$ cat src/rtl/k_fifo2_arb_ctrl.sv
// Controller for a 2-entry dual-port FIFO RAM: round-robin merge of two
// producers into the RAM, pointer/occupancy tracking and a consumer port.
module k_fifo2_arb_ctrl #(
    parameter int data_size = 8
) (
    input  logic                 clk,
    input  logic                 rst_n,
    input  logic                 in0_valid,
    input  logic [data_size-1:0] in0_data,
    output logic                 in0_ready,
    input  logic                 in1_valid,
    input  logic [data_size-1:0] in1_data,
    output logic                 in1_ready,
    output logic                 out_valid,
    output logic [data_size-1:0] out_data,
    input  logic                 out_ready,
    output logic                 ram_wen,
    output logic                 ram_waddr,
    output logic                 ram_raddr,
    output logic [data_size-1:0] ram_d,
    input  logic [data_size-1:0] ram_q,
    output logic [1:0]           count,
    output logic                 full,
    output logic                 empty
);

    // Handshake: a transfer happens on the rising edge where valid and ready
    // are both high; ready may look at valid, valid never looks at ready.

    logic wptr;
    logic rptr;
    logic last;
    logic grant_valid;
    logic grant_idx;
    logic can_push;
    logic push;
    logic pop;

    assign full  = (count == 2'd2);
    assign empty = (count == 2'd0);

    // Round robin: on contention the producer not granted last time wins.
    always_comb begin
        grant_valid = in0_valid | in1_valid;
        grant_idx   = (in0_valid && in1_valid) ? ~last : in1_valid;
    end

    // Readies are held low while reset is asserted, whatever the producers do.
    assign can_push  = rst_n && !full;
    assign push      = can_push && grant_valid;
    assign in0_ready = can_push && grant_valid && !grant_idx;
    assign in1_ready = can_push && grant_valid && grant_idx;

    assign ram_wen   = push;
    assign ram_waddr = wptr;
    assign ram_d     = grant_idx ? in1_data : in0_data;

    assign out_valid = !empty;
    assign ram_raddr = rptr;
    assign out_data  = ram_q;
    assign pop       = out_valid && out_ready;

    always_ff @(posedge clk or negedge rst_n) begin
        if (!rst_n) begin
            wptr  <= 1'b0;
            rptr  <= 1'b0;
            count <= 2'd0;
            last  <= 1'b1;
        end else begin
            if (push) begin
                wptr <= ~wptr;
                last <= grant_idx;
            end
            if (pop) begin
                rptr <= ~rptr;
            end
            if (push && !pop) begin
                count <= count + 2'd1;
            end else if (pop && !push) begin
                count <= count - 2'd1;
            end
        end
    end

endmodule
$ cat config.mk
export PLATFORM = sky130hd
export DESIGN_NAME = k_fifo2_arb_ctrl
export DESIGN_NICKNAME = d
export VERILOG_FILES = /design/src/rtl/k_fifo2_arb_ctrl.sv
export SDC_FILE = /design/constraint.sdc
export NUM_CORES = 1
export LEC_CHECK = 0
export ABC_AREA = 1
export BUFFER_PORTS_ARGS = -buffer_cell sky130_fd_sc_hd__buf_2
export CORE_MARGIN = 1
export CORE_UTILIZATION = 32
export CTS_BUF_LIST = sky130_fd_sc_hd__clkbuf_4 sky130_fd_sc_hd__clkbuf_8
export DETAILED_ROUTE_END_ITERATION = 8
export PLACE_DENSITY = 0.81
export RECOVER_POWER = 100
export SETUP_SLACK_MARGIN = 0.1
export SYNTH_ARGS = -nofsm -noshare
export SYNTH_HDL_FRONTEND = slang
export SYNTH_SLANG_ARGS = --single-unit
$ cat constraint.sdc
create_clock -name clk -period 1.4 [get_ports clk]
set_clock_uncertainty 0.1 [all_clocks]
set_input_delay 0.14 -clock clk [delete_from_list [all_inputs] [get_ports clk]]
set_output_delay 0.14 -clock clk [all_outputs]
set_load 0.1 [all_outputs]
==> out/summary.txt, run 1 <==
Layout area overhead -> 152%
CTS Sinks -> 5
Final Util -> 0.867
Post-DP Area -> 1130 sq um
Min-delay src -> out_ready
Share of post-route cells with drive strength above 1 -> 0.776
Critical Setup Path Class -> flip-flop to primary output
Internal reg-to-reg setup slack -> -170 ps
DR iter-0 viols -> 2
Pleak -> 0.642 nW
Vias in the first global route -> 716
CP max stage cell -> dfrtp_4
Fillers -> 71
Hold Path Sink -> ram_raddr
Failing checks -> negative setup slack
Worst Hold Depth -> 3
Mapped Nets -> 107
Worst min-delay path class -> input pin to flip-flop
IO Pins -> 55
CP Launch Point -> count[1]
Final setup viols -> 16
Sequential fraction of the synthesis area -> 0.244
Warnings, synthesis -> 0
Total track usage -> 0.217
Critical-path cell list -> nand2_4, nand3_4, buf_4, nor2_2, buf_12
Htree depth -> 1
Vias per Instance -> 4.74
Final Max Tran Viols -> 0
Site Rows -> 14
Synth Register Bits -> 5
CP bufs+invs -> 2
CP delay by family, top -> flip-flops
CTS tree -> yes
Commonest non-fill, non-tap cell in the layout -> buf_2
CTS max path bufs -> 2
CP arrival -> 1370 ps
Worst R2R Path Depth -> 10
Root Buffer -> clkbuf_4
Post-Place Worst Slack -> -79.3 ps
Number of port buffers -> 38
Min Tclk post-route -> 1610 ps
Final worst-path cycle share -> 1.15
Avg Inst Size Synth -> 6.73 sq um
Critical Path Max Stage Delay -> 500 ps
Synth cell types -> 19
Drt wl/cell -> 12.8 microns
Inserted Clock Buffers -> 3
PwrDens -> 2470 nW/um^2
Layout Nets -> 156
# DRC -> 0
Reported max-cap violation count -> 0
Antenna violations before repair -> 0
Worst setup SP type -> flip-flop
Fin area -> 1310 sq um
HPWL Detailed -> 1.22 mm
RSZ-0062 raised after global routing -> true
Syn Std Cell Area -> 518 sq um
Commonest non-fill, non-tap cells in the layout -> 19 x buf_2, 15 x buf_12, 14 x nand2_1, 9 x buf_6
Reg clk slew, reported paths -> 50 ps
Core box area -> 1510 sq um
Setup ws final -> -213 ps
CP Capture Type -> primary output
Die area -> 1780 sq um
Worst vdd ir -> 0.00229 V
Gpl congestion -> 0.701
Diode count -> 0
Finished Layout Cells -> 141
Post-synthesis cell count -> 77
Worst-Margin Slew -> 536 ps
Hold Vio Cnt, Final -> 0
Rel. slew slack -> 0.644
Critical Path RT -> 1160 ps
Placed cells -> 130
RR Startpoint -> count[0]
Die width -> 42.2 microns
Initial Utilization -> 0.344
Largest net degree at the start of global routing -> 6
Antenna viol nets, final -> 0
Grt ovf -> 0
Reg-to-Reg End -> count[1]
Setup TNS -> -2930 ps
Max frequency -> 620 MHz
Vias -> 669
Die height -> 42.2 microns
Status -> complete, but fails checks
DRT Wirelength -> 1.81 mm
Global-route wire length before repair -> 2.93 mm
Critical path peak fanout -> 3
Worst skew pair latency -> 230 ps
Pre-antenna DRT Iters -> 4
-- metal layers --
| layer | vias to the layer above | global-route usage | routed length (microns) |
|---|---|---|---|
| li1 | 314 | - | - |
| met1 | 313 | 0.203 | 583 |
| met2 | 36 | 0.422 | 1040 |
| met3 | 6 | 0.0603 | 143 |
| met4 | 0 | 0.100 | 34 |
| met5 | - | 0 | 0 |
-- cell usage after synthesis --
| library cell | n | share of area |
|---|---|---|
| nand2_1 | 35 | 0.25 |
| inv_1 | 11 | 0.080 |
| buf_4 | 8 | 0.12 |
| dfrtp_1 | 4 | 0.19 |
| inv_2 | 2 | 0.014 |
| nand3_1 | 2 | 0.019 |
| nand3_4 | 2 | 0.068 |
| nor2_1 | 2 | 0.014 |
| a21oi_2 | 1 | 0.017 |
| buf_6 | 1 | 0.022 |
| dfstp_2 | 1 | 0.051 |
| ha_1 | 1 | 0.024 |
| nand2_2 | 1 | 0.012 |
| nand2_4 | 1 | 0.022 |
| nand3b_1 | 1 | 0.014 |
| nand4_1 | 1 | 0.012 |
| nor2_2 | 1 | 0.012 |
| nor2_8 | 1 | 0.039 |
| xnor2_1 | 1 | 0.017 |
-- cell type report --
cell class | count | area (sq um) | share of cell area
clock buffer | 4 | 30.0 | 0.0230
inverter | 13 | 68.8 | 0.0527
multi-input combinational | 50 | 484 | 0.371
sequential | 5 | 135 | 0.103
tap | 16 | 20.0 | 0.0153
timing repair buffer | 53 | 568 | 0.435
-- worst max-delay path by stage --
stage                     end  slack (ps)  cells past startpoint
global route         ram_d[5]        -260                      6
floorplan            count[1]        -800                      8
finish              in0_ready        -210                      5
detailed placement   count[1]         -80                      8
CTS                 in0_ready        -230                      5
global placement     count[1]         -30                      8
-- through the flow --
step	hold slack, ps	total power, mW
final	122	3.23
after global routing	113	3.34
after CTS	81.2	3.25
after detailed placement	-112	2.85
after global placement	-115	2.80
after floorplan	-256	2.15
-- state kept, by name, indices dropped and copies added (netlist names) --
signal	flops
last	1
ram_waddr	1
ram_raddr	1
count	2
-- cells by family (layout without fill, tap and decap cells) --
group	after synthesis	in the layout	share of synthesized area
flip-flops	5	5	0.244
AND/OR/NAND/NOR	47	47	0.466
AO/OA/AOI/OAI	1	1	0.0169
buffers and inverters	22	70	0.232
XOR/XNOR	1	1	0.0169
adder cells (fa/ha/maj)	1	1	0.0242
-- worst register-to-register path, delay by kind of cell, from the launching register on --
kind	cells	cell delay (ps)
flip-flops	1	500
buffers and inverters	4	370
adder cells (fa/ha/maj)	1	210
AND/OR/NAND/NOR	5	290
-- power breakdown --
group	total (mW)	internal [mW]	switching (mW)
Sequential	0.330	0.250	0.0804
Clock	0.181	0.127	0.0542
Combinational	2.72	0.952	1.76
Total	3.23	1.33	1.90
-- repair_timing --
item	CTS	global route
resized for setup	27	7
endpoints found under the hold margin	5	0
hold buffers	1	0
gates cloned	1	0
pin swaps	1	2
setup buffers	4	1
setup endpoints to repair	18	19
Note: power is estimated with default switching activity, not from simulation.
==> inputs of run 2 (changes only) <==
Settings changed: BUFFER_PORTS_ARGS -buffer_cell sky130_fd_sc_hd__buf_2 to default, CORE_AREA from default to 2 2 39 41, CORE_MARGIN 1 to default, CORE_UTILIZATION 32 to default, DIE_AREA from default to 0 0 41 43, DONT_BUFFER_PORTS from default to 1, PLACE_DENSITY 0.81 to 0.56, SETUP_SLACK_MARGIN 0.1 to default.
Clock period 1.4 ns to 1.95 ns, I/O delays scaled along.
==> out/summary.txt, run 2 (synthesis gave the netlist of run 1 again) <==
Status -> completed
DR iter-0 viols -> 1 (-1)
Reg-to-Reg End -> count[1]
Die width -> 41 microns (-2.9%)
Register area -> 134 sq um (-0.93%)
Worst-Margin Slew -> 1230 ps (+694 ps)
Commonest non-fill, non-tap cells in the layout -> 37 x nand2_1, 10 x clkbuf_4, 8 x inv_1, 4 x buf_4, 4 x clkbuf_2
Worst skew pair latency -> 240 ps (about the same)
Total track usage -> 0.118 (-0.0986)
Root Buffer -> clkbuf_4
Share of post-route cells with drive strength above 1 -> 0.374 (-0.402)
Worst setup SP type -> flip-flop
Layout area overhead -> 29.2%
Vias in the first global route -> 419 (-41%)
Core box area -> 1380 sq um (-8.1%)
Critical Path RT -> 1650 ps (+490 ps)
Antenna violations before repair -> 0 (unchanged)
Site Rows -> 14 (unchanged)
Global-route wire length before repair -> 1.41 mm (-52%)
Critical-path cell list -> nand2_1, nand3_4, clkinvlp_4, clkbuf_4
RSZ-0062 raised after global routing -> false
CP max stage cell -> dfrtp_4
Initial Utilization -> 0.374 (+0.0305)
Number of port buffers -> 0 (-100%)
Rel. slew slack -> 0.180 (-0.464)
CP delay by family, top -> flip-flops
Largest register FFs -> 2 (unchanged)
Min Tclk post-route -> 1800 ps
Reg clk slew, reported paths -> 40 ps (about the same)
Commonest non-fill, non-tap cell in the layout -> nand2_1
Gpl congestion -> 0.691 (-1.4%)
Critical Setup Path Class -> flip-flop to primary output
CP Capture Point -> ram_wen
CP Launch Point -> count[1]
Fillers -> 146 (+110%)
CTS tree -> yes
HPWL Detailed -> 987 microns (-19%)
Setup TNS -> 0 ps (+2930 ps)
Multi-input gate area -> 277 sq um (-43%)
Die height -> 43 microns (+1.8%)
Reported max-cap violation count -> 0 (unchanged)
CP arrival -> 1510 ps (+140 ps)
Biggest register -> count
Die area -> 1760 sq um (-1.2%)
CTS max path bufs -> 2 (unchanged)
Vias -> 490 (-27%)
Final Max Tran Viols -> 0 (unchanged)
Htree depth -> 1 (unchanged)
WP depth -> 4 (-1)
DRT Wirelength -> 1.06 mm (-41%)
Inserted Clock Buffers -> 3 (unchanged)
Layout Nets -> 122 (-22%)
# DRC -> 0 (unchanged)
RR Startpoint -> count[0]
CP Capture Type -> primary output
Largest net degree at the start of global routing -> 9 (+3)
CP bufs+invs -> 2 (unchanged)
Critical Path Max Stage Delay -> 480 ps (-20 ps)
Vias per Instance -> 4.58 (-3.5%)
Setup bufs post-CTS -> 0 (-4)
Max frequency -> 555 MHz
Internal reg-to-reg setup slack -> 150 ps (+320 ps)
Worst R2R Path Depth -> 8 (-2)
Worst Hold Depth -> 2 (-1)
Worst min-delay path class -> input pin to flip-flop
Min-delay src -> out_ready
Pre-antenna DRT Iters -> 2 (-2)
Critical path peak fanout -> 5 (+2)
Final setup viols -> 0 (-16)
Diode count -> 0 (unchanged)
Final worst-path cycle share -> 0.924
Hold Vio Cnt, Final -> 0 (unchanged)
Antenna viol nets, final -> 0 (unchanged)
Grt ovf -> 0 (unchanged)
CTS Sinks -> 5 (unchanged)
Drt wl/cell -> 9.92 microns (-23%)
IO Pins -> 55 (unchanged)
run 2: changes by cell type in the layout (fill, tap and decap cells not counted), moves of 7 or more:
cell / change
buf_6: -9
nand2_1: +23
buf_2: -18
nand2_2: -8
nand2_4: -7
nand2_8: -8
buf_12: -13
run 2: worst min path at each step:
| stage | endpoint | slack [ps] |
|---|---|---|
| 3_5_place_dp | ram_waddr | -200 |
| 3_3_place_gp | ram_waddr | -200 |
| 2_1_floorplan | ram_raddr | -200 |
| 5_1_grt | ram_raddr | 9 |
| 4_1_cts | ram_raddr | 6 |
| 6_report | ram_raddr | 20 |
run 2: worst reg2reg max path: stages (launching register included):
cell     delay (ps)
dfrtp_4         440
nor2_1           80
inv_2           370
nand2_1         210
ha_4            280
inv_2            60
nand3_2          50
nand2_1          60
nand2_1          50
run 2: metal layers:
metal	GRT usage	share of wire
met5	0	0
met4	0.0800	0.013
met3	0	0.16
met2	0.228	0.53
met1	0.105	0.30
run 2: timing repair:
action                                  in CTS  in global routing
hold buffers                                 1                  0
gates resized for setup                      0                  1
endpoints found under the setup margin       0                  5
endpoints found under the hold margin        5                  0
run 2: layout make-up:
type / count / share of cell area
Clock buffer: 4 / 0.0449
Inverter: 13 / 0.0822
Multi-Input combinational cell: 50 / 0.413
Sequential cell: 5 / 0.200
Tap cell: 16 / 0.0299
Timing Repair Buffer: 19 / 0.230
run 2: per-stage QoR:
stage	instances	setup slack (ps)	util	cell area, sq um	hold WS, ps
2_1_floorplan	77	-246	-	569	-201
3_3_place_gp	102	404	0.490	678	-200
3_5_place_dp	102	387	0.490	678	-200
4_1_cts	107	127	0.519	718	5.76
5_1_grt	107	27.0	0.484	669	9.31
6_report	107	149	0.484	669	17.7
Power of run 2 is left out: the tool's default activity adds up to more than one toggle a clock period on the data nets, which glitch-free logic cannot reach.
